$ cat src/rtl/rr_resource_arbiter.sv
// Round-robin arbiter sharing one resource among NUM_REQ requesters.
// An owner keeps the grant while requesting, and is rotated out after MAX_HOLD cycles if anyone else waits.
module rr_resource_arbiter #(
  parameter int NUM_REQ  = 4,
  parameter int MAX_HOLD = 8
) (
  input  logic                       clk,
  input  logic                       rst,
  input  logic [NUM_REQ-1:0]         req,
  output logic [NUM_REQ-1:0]         gnt,
  output logic [$clog2(NUM_REQ)-1:0] gnt_id,
  output logic                       busy,
  output logic                       preempt
);

  localparam int IDW = $clog2(NUM_REQ);
  localparam int SW  = IDW + 1;
  localparam int HW  = $clog2(MAX_HOLD + 1);
  localparam logic [HW-1:0]  HOLD_MAX = HW'(MAX_HOLD);
  localparam logic [IDW-1:0] LAST_ID  = IDW'(NUM_REQ - 1);
  localparam logic [SW-1:0]  NUM_W    = SW'(NUM_REQ);

  typedef enum logic {
    IDLE,
    GRANT
  } state_t;

  state_t         state;
  logic [IDW-1:0] ptr;
  logic [HW-1:0]  hold_cnt;

  logic [SW-1:0]      pick_any;
  logic [SW-1:0]      pick_oth;
  logic               owner_req;
  logic               do_grant;
  logic               do_idle;
  logic               do_inc;
  logic               do_pre;
  logic [IDW-1:0]     grant_idx;
  logic [NUM_REQ-1:0] grant_vec;
  logic [IDW-1:0]     next_ptr;

  // Circular search from start; returns {found, index}, optionally skipping one index.
  function automatic logic [SW-1:0] pick(
    input logic [NUM_REQ-1:0] r,
    input logic [IDW-1:0]     start,
    input logic               excl_en,
    input logic [IDW-1:0]     excl
  );
    logic [SW-1:0]  sum;
    logic [IDW-1:0] idx;
    logic           found;
    logic [IDW-1:0] win;
    found = 1'b0;
    win   = '0;
    for (int k = 0; k < NUM_REQ; k++) begin
      sum = {1'b0, start} + SW'(k);
      if (sum >= NUM_W) sum = sum - NUM_W;
      idx = sum[IDW-1:0];
      if (!found && r[idx] && !(excl_en && (idx == excl))) begin
        found = 1'b1;
        win   = idx;
      end
    end
    return {found, win};
  endfunction

  always_comb begin
    pick_any  = pick(req, ptr, 1'b0, '0);
    pick_oth  = pick(req, ptr, 1'b1, gnt_id);
    owner_req = req[gnt_id];
  end

  // A release with another requester pending always wins over expiry, so preempt stays low.
  always_comb begin
    do_grant  = 1'b0;
    do_idle   = 1'b0;
    do_inc    = 1'b0;
    do_pre    = 1'b0;
    grant_idx = '0;
    case (state)
      IDLE: begin
        if (pick_any[IDW]) begin
          do_grant  = 1'b1;
          grant_idx = pick_any[IDW-1:0];
        end
      end
      GRANT: begin
        if (!owner_req) begin
          if (pick_oth[IDW]) begin
            do_grant  = 1'b1;
            grant_idx = pick_oth[IDW-1:0];
          end else begin
            do_idle = 1'b1;
          end
        end else if (hold_cnt < HOLD_MAX) begin
          do_inc = 1'b1;
        end else if (pick_oth[IDW]) begin
          do_grant  = 1'b1;
          do_pre    = 1'b1;
          grant_idx = pick_oth[IDW-1:0];
        end
      end
      default: ;
    endcase
  end

  always_comb begin
    grant_vec            = '0;
    grant_vec[grant_idx] = 1'b1;
    next_ptr             = (grant_idx == LAST_ID) ? '0 : grant_idx + IDW'(1);
  end

  always_ff @(posedge clk) begin
    if (rst) begin
      state    <= IDLE;
      gnt      <= '0;
      gnt_id   <= '0;
      busy     <= 1'b0;
      preempt  <= 1'b0;
      ptr      <= '0;
      hold_cnt <= '0;
    end else begin
      preempt <= do_pre;
      if (do_grant) begin
        state    <= GRANT;
        gnt      <= grant_vec;
        gnt_id   <= grant_idx;
        busy     <= 1'b1;
        hold_cnt <= HW'(1);
        ptr      <= next_ptr;
      end else if (do_idle) begin
        state    <= IDLE;
        gnt      <= '0;
        busy     <= 1'b0;
        hold_cnt <= '0;
      end else if (do_inc) begin
        hold_cnt <= hold_cnt + HW'(1);
      end
    end
  end

endmodule

$ cat config.mk
export PLATFORM = sky130hd
export DESIGN_NAME = rr_resource_arbiter
export DESIGN_NICKNAME = d
export VERILOG_FILES = /design/src/rtl/rr_resource_arbiter.sv
export SDC_FILE = /design/constraint.sdc
export NUM_CORES = 1
export LEC_CHECK = 0
export BUFFER_PORTS_ARGS = -buffer_cell sky130_fd_sc_hd__buf_2
export CORE_UTILIZATION = 61
export CTS_CLUSTER_DIAMETER = 80
export DETAILED_ROUTE_END_ITERATION = 6
export MAX_ROUTING_LAYER = met4
export PLACE_DENSITY = 0.91
export SYNTH_ARGS = -nofsm -noshare
export SYNTH_HDL_FRONTEND = slang
export SYNTH_SLANG_ARGS = --single-unit
$ cat constraint.sdc
create_clock -name clk -period 6.3 [get_ports clk]
set_input_delay 0.63 -clock clk [delete_from_list [all_inputs] [get_ports clk]]
set_output_delay 0.63 -clock clk [all_outputs]
set_load 0.01 [all_outputs]
[Word-level counts from Yosys, hierarchy flattened]
Index checks and enable logic that the tools add are counted.
Operators by class
  add/subtract/negate cells: 9
  multiply operators: 0
  div/mod/pow operators: 0
  magnitude comparators: 12
  eq/ne operators: 5
  shifts and indexed selects: 0
  mux-type cells: 56
  bitwise operators: 2
  reductions and logical operators: 25
Operator list (count)
  2-bit two-way mux: 17
  1-bit two-way mux: 29
  2-bit by 3-bit < comparator with 1-bit output, second input constant: 6
  1-bit logical AND: 11
  1-bit binary-select mux with 2-bit select: 5
  1-bit zero test: 10
  3-bit >= comparator, second input constant: 3
  2-bit equality test: 4
  4-bit two-way mux: 2
  2-bit by 1-bit subtractor with 2-bit output, second input constant: 4
  2-bit by 2-bit adder with 3-bit output, second input constant: 2
  3-bit OR reduction: 2
  4-bit by 1-bit adder with 4-bit output, second input constant: 1
  4-bit < comparator, second input constant: 1
  2-bit one-hot mux with 2 select lines: 1
  2-bit by 1-bit adder with 3-bit output, second input constant: 1
  2-bit by 3-bit >= comparator with 1-bit output, second input constant: 1
  3-bit nonzero test: 1
  2-bit by 1-bit adder with 2-bit output, second input constant: 1
  1-bit demux with 2-bit select: 1
  2-bit equality test, second input constant: 1
  2-bit by 1-bit >= comparator with 1-bit output, second input constant: 1
  1-bit NOT: 2
  1-bit one-hot mux with 2 select lines: 1
  2-bit nonzero test: 1
Storage, ports and cells
  bits in registers: 14
  bits in latches: 0
  memory bits (writable): 0
  memory bits (read-only): 0
  bits of input ports: 6
  output and inout bits: 8
  logic and storage cells: 116
  memories: 0

[Depth between registers and ports, before layout]
  depth after elaboration: 27
  mapped depth: 11
  mapped depth without buffers: 9

[Worst setup path before layout]
No wires, ideal clock.
  kind: in2reg
  start point: input port req[2]
  end point: register ptr[1]
  setup time: 0.124 ns
  data arrival time: 2.460 ns
  data required time: 6.176 ns
  path slack: 3.716 ns
  stages: 9
  buffers on the path: 1
  path through: buf_4 -> nor4b_1 -> mux2i_1 -> a221o_2 -> o41ai_1 -> a31oi_1 -> ha_1 -> mux2i_1 -> nor2_1
Between the ends
  cells in the longest elaborated chain, start to end: 22
  elaborated cells between the ends (all ways): 55
  those cells by class: add/sub: 1; eq/ne: 1; mux: 37; reduce/logical: 16
RTL lines
  from (decl): line 9  | input logic [NUM_REQ-1:0] req,
  1-bit binary-select mux with 2-bit select: line 60  | if (!found && r[idx] && !(excl_en && (idx == excl))) begin
  1-bit two-way mux (implied by the code): line 60
  1-bit logical AND: line 60
  1-bit two-way mux: line 60
  1-bit zero test: line 60
  1-bit logical AND (2 in a row): line 60
  1-bit two-way mux: line 60
  1-bit zero test: line 60
  (+7 left out)
  2-bit two-way mux: line 90, 98
  2-bit two-way mux: line 96  | end else if (hold_cnt < HOLD_MAX) begin
  2-bit two-way mux: line 89  | if (!owner_req) begin
  2-bit one-hot mux with 2 select lines (*): line 81  | case (state)
  via grant_idx[0]: line 39  | logic [IDW-1:0] grant_idx;
  2-bit by 1-bit adder with 2-bit output or 2-bit equality test (tied branches): line 111  | next_ptr = (grant_idx == LAST_ID) ? '0 : grant_idx + IDW'(1);
  2-bit two-way mux (*): line 111
  via next_ptr[1]: line 41  | logic [IDW-1:0] next_ptr;
  to (signal assigned): line 131  | ptr <= next_ptr;
  to (decl): line 29  | logic [IDW-1:0] ptr;
Mark *: on every way through the listed nets, which the timed path passes. The rest lies on a longest branch. The select of a mux whose other input is x is not followed.
A chain may end at the register's enable or synchronous reset.

[Worst setup path in the final report]
  start point: register ptr[1]
  end point: register ptr[1]
Between the ends
  cells in the longest elaborated chain, start to end: 24
  elaborated cells between the ends (all ways): 76
  those cells by class: add/sub: 8; order compare: 4; eq/ne: 5; mux: 39; reduce/logical: 20
RTL lines (line)
  parallel branches: the longest is 21 deep, another holds 2-bit by 1-bit adder with 3-bit output
  2-bit one-hot mux with 2 select lines (*): 81
  via grant_idx[0]: 39
  2-bit by 1-bit adder with 2-bit output or 2-bit equality test (tied branches): 111
  2-bit two-way mux (*): 111
  via next_ptr[1]: 41
Mark *: on every way through the listed nets, which the timed path passes. The select of a mux whose other input is x is not followed.

==> impl_metrics.toml <==
[synthesis]
syn_avg_cell_area_um2 = 8.04
ys_seq_elements = 14
syn_nets = 157
ys_types = 50
yosysTopAreaCell = "dfxtp_1"
synth_cells = 146
synth_common_cells = "dfxtp_1, nor2_1, nand2_1"
synth-async-reset-ratio_pct = 0
ys_warn_count = 0
synth_top_area_share_pct = 23.9
ys_seq_area_share_pct = 23.9
ys.flop_type = "dfxtp_1"
syn-cell-area_um2 = 1170
post-synth-top-count-cell = "dfxtp_1"
synthTopCellsByArea = "dfxtp_1, ha_1, a21oi_1"
synth_edf_count = 0

[grt]
grt_pass1_vias = 1059
gr-total-overflow = 0
grt_pass1_wl_mm = 4.68
antenna_found_initial = 0
grt_max_degree = 21
grt_usage_pct = 31.9

[placement]
port_buffers = 13
dp.cells = 171
gp_congestion = 0.945
dp_hpwl_mm = 2.10

[clock_network]
postCtsSetupBuffers = 0
cts_buffers = 3
path_clk_slew_ps = 90
hold_buffers = 0
htreeDepth = 1
cts_root_buf = "clkbuf_4"
clk_path_buf_depth = 2
clock_sinks = 14
cts-resized-gates = 0
cts_tree = "yes"
clkLatencyLatePin_ps = 300

[power_and_ir_drop]
powerDensity_nw_per_um2 = 425
p_sw_w = 0.000251
p_leak_nw = 0.500
sw_frac_of_total_pct = 47.8
pwr-share-seq_pct = 32.8
vdd_drop_max_mv = 0.344
clockPowerShare_pct = 12.8
pwr-share-comb_pct = 54.4
power.internal_w = 0.000274

[critical_path]
cp_max_fo = 20
r2r_setup_slack_ps = 3240
critPathCaptureType = "flop"
timing_worst_setup_path_type = "flop to flop"
arrival_ps = 3240
start_kind = "flop"
worstPathRequired_ps = 6490

[drt]
drt-initial-drc-count = 69
vias = 1152
firstDrtPassIters = 4
via_per_inst = 6.58
wl_per_cell_um = 16.4
antenna_left = 0
routed_wl_mm = 2.87
drc_errors = 0

[final_layout]
n_antenna_cell = 0
area_growth_pct = 5.33
regArea_um2 = 280
nFillCells = 156
multi_input_comb_area_um2 = 793
utilization_pct = 70.1
drive_gt1_share_pct = 16.0
final_cells = 175
nNetsFinal = 162

[sta]
worst_pin_slew_ps = 678
finClkSkew_ps = 6.68
finalSetupTns_ps = 0
rsz0062_at_grt = "no"
hold_viol_final = 0
max_freq_mhz = 327
drv_slew = 0
hold_slack_ps = 488
finalSetupViolCount = 0
min_period_ps = 3060
post-route-period-util_pct = 48.5
slew_headroom_pct = 54.7

[die]
core_area_um2 = 1760
die_height_um = 45.9
row_count = 15
start_util_pct = 66.5
io_pins = 14
die_w_um = 45.9
dieArea_um2 = 2100

[flow_run]
max_cap_viol_count = 0

[status]
status = "finished, final reports clean"

[worst_hold_path]
hold_class = "flop to flop"
## layout by cell type (no fill, tap or decap), types with 2 or more instances in the layout
cell type	Yosys	routed
ha_1	5	5
a211oi_1	2	2
nor4b_1	2	2
o31ai_1	2	2
a31oi_1	2	2
xnor2_1	2	2
nor4_1	3	3
a21o_1	2	2
o41ai_1	2	2
o22ai_1	2	2
buf_2	2	13
nor3_1	4	4
nand3_1	2	2
clkbuf_4	0	3
a21boi_0	2	2
o21ai_0	3	3
nor2b_1	3	3
mux4_2	2	2
and2_1	4	4
a21oi_1	10	10
nand2_1	11	11
a22o_1	4	4
mux2i_1	3	3
nor2_1	12	12
o21bai_1	2	2
nand2b_1	5	5
inv_1	8	8
dfxtp_1	14	14
o311ai_0	2	2
## worst paths after layout
path,start,to,cells after the start
setup / recovery,ptr[1]$_SDFFE_PP0P_,ptr[1]$_SDFFE_PP0P_,7
hold / removal,gnt[1]$_SDFFE_PP0P_,gnt[1]$_SDFFE_PP0P_,1
setup reg to reg,ptr[1]$_SDFFE_PP0P_,ptr[1]$_SDFFE_PP0P_,7
hold reg to reg,gnt[1]$_SDFFE_PP0P_,gnt[1]$_SDFFE_PP0P_,1
## power by group through the flow
stage               Sequential (W)  Clock [W]  Combinational (W)
floorplan                 0.000132          0           0.000258
global placement          0.000170          0           0.000263
detailed placement        0.000172          0           0.000277
CTS                       0.000171  0.0000671           0.000279
global route              0.000178  0.0000710           0.000313
finish                    0.000172  0.0000672           0.000286
## routing by layer
| metal | global-route usage (%) | routed length, um | vias to the layer above |
|---|---|---|---|
| met5 | - | 0 | - |
| met4 | 18.2 | 82 | 0 |
| met3 | 9.13 | 287 | 12 |
| met2 | 45.1 | 1290 | 73 |
| met1 | 40.0 | 1220 | 522 |
| li1 | - | - | 545 |
## final cells by class
type / instances / share of cell area (%)
Multi-Input combinational cell: 111 / 64.2
Sequential cell: 14 / 22.7
Clock buffer: 4 / 2.94
Inverter: 8 / 2.43
Timing Repair Buffer: 13 / 5.26
Tap cell: 25 / 2.53
## per-stage QoR
stage	setup WS (ps)	cell area (um^2)	total power [W]
final	3240	1240	0.000525
after global routing	3120	1240	0.000562
after CTS	3280	1240	0.000517
after detailed placement	3290	1200	0.000449
after global placement	3470	1200	0.000433
after floorplan	3720	1170	0.000390
## registers in the layout, summed over array words and instances, names as in the netlist
name / cells
gnt: 4
hold_cnt: 4
gnt_id: 2
ptr: 2
preempt: 1
state: 1
## worst max-delay path, stage by stage (launching register included)
cell,delay (ps)
dfxtp_1,760
mux4_2,640
a221o_2,450
o41ai_1,370
a31oi_1,180
ha_1,360
mux2i_1,130
nor2_1,50
## cell families after synthesis
family | synth area share, %
compound gates | 31.0
xor+xnor | 2.24
fa+ha+maj | 6.18
buf+inv | 8.53
flops | 23.9
mux | 6.40
simple gates | 21.7
Note: power is estimated with default switching activity, not from simulation.
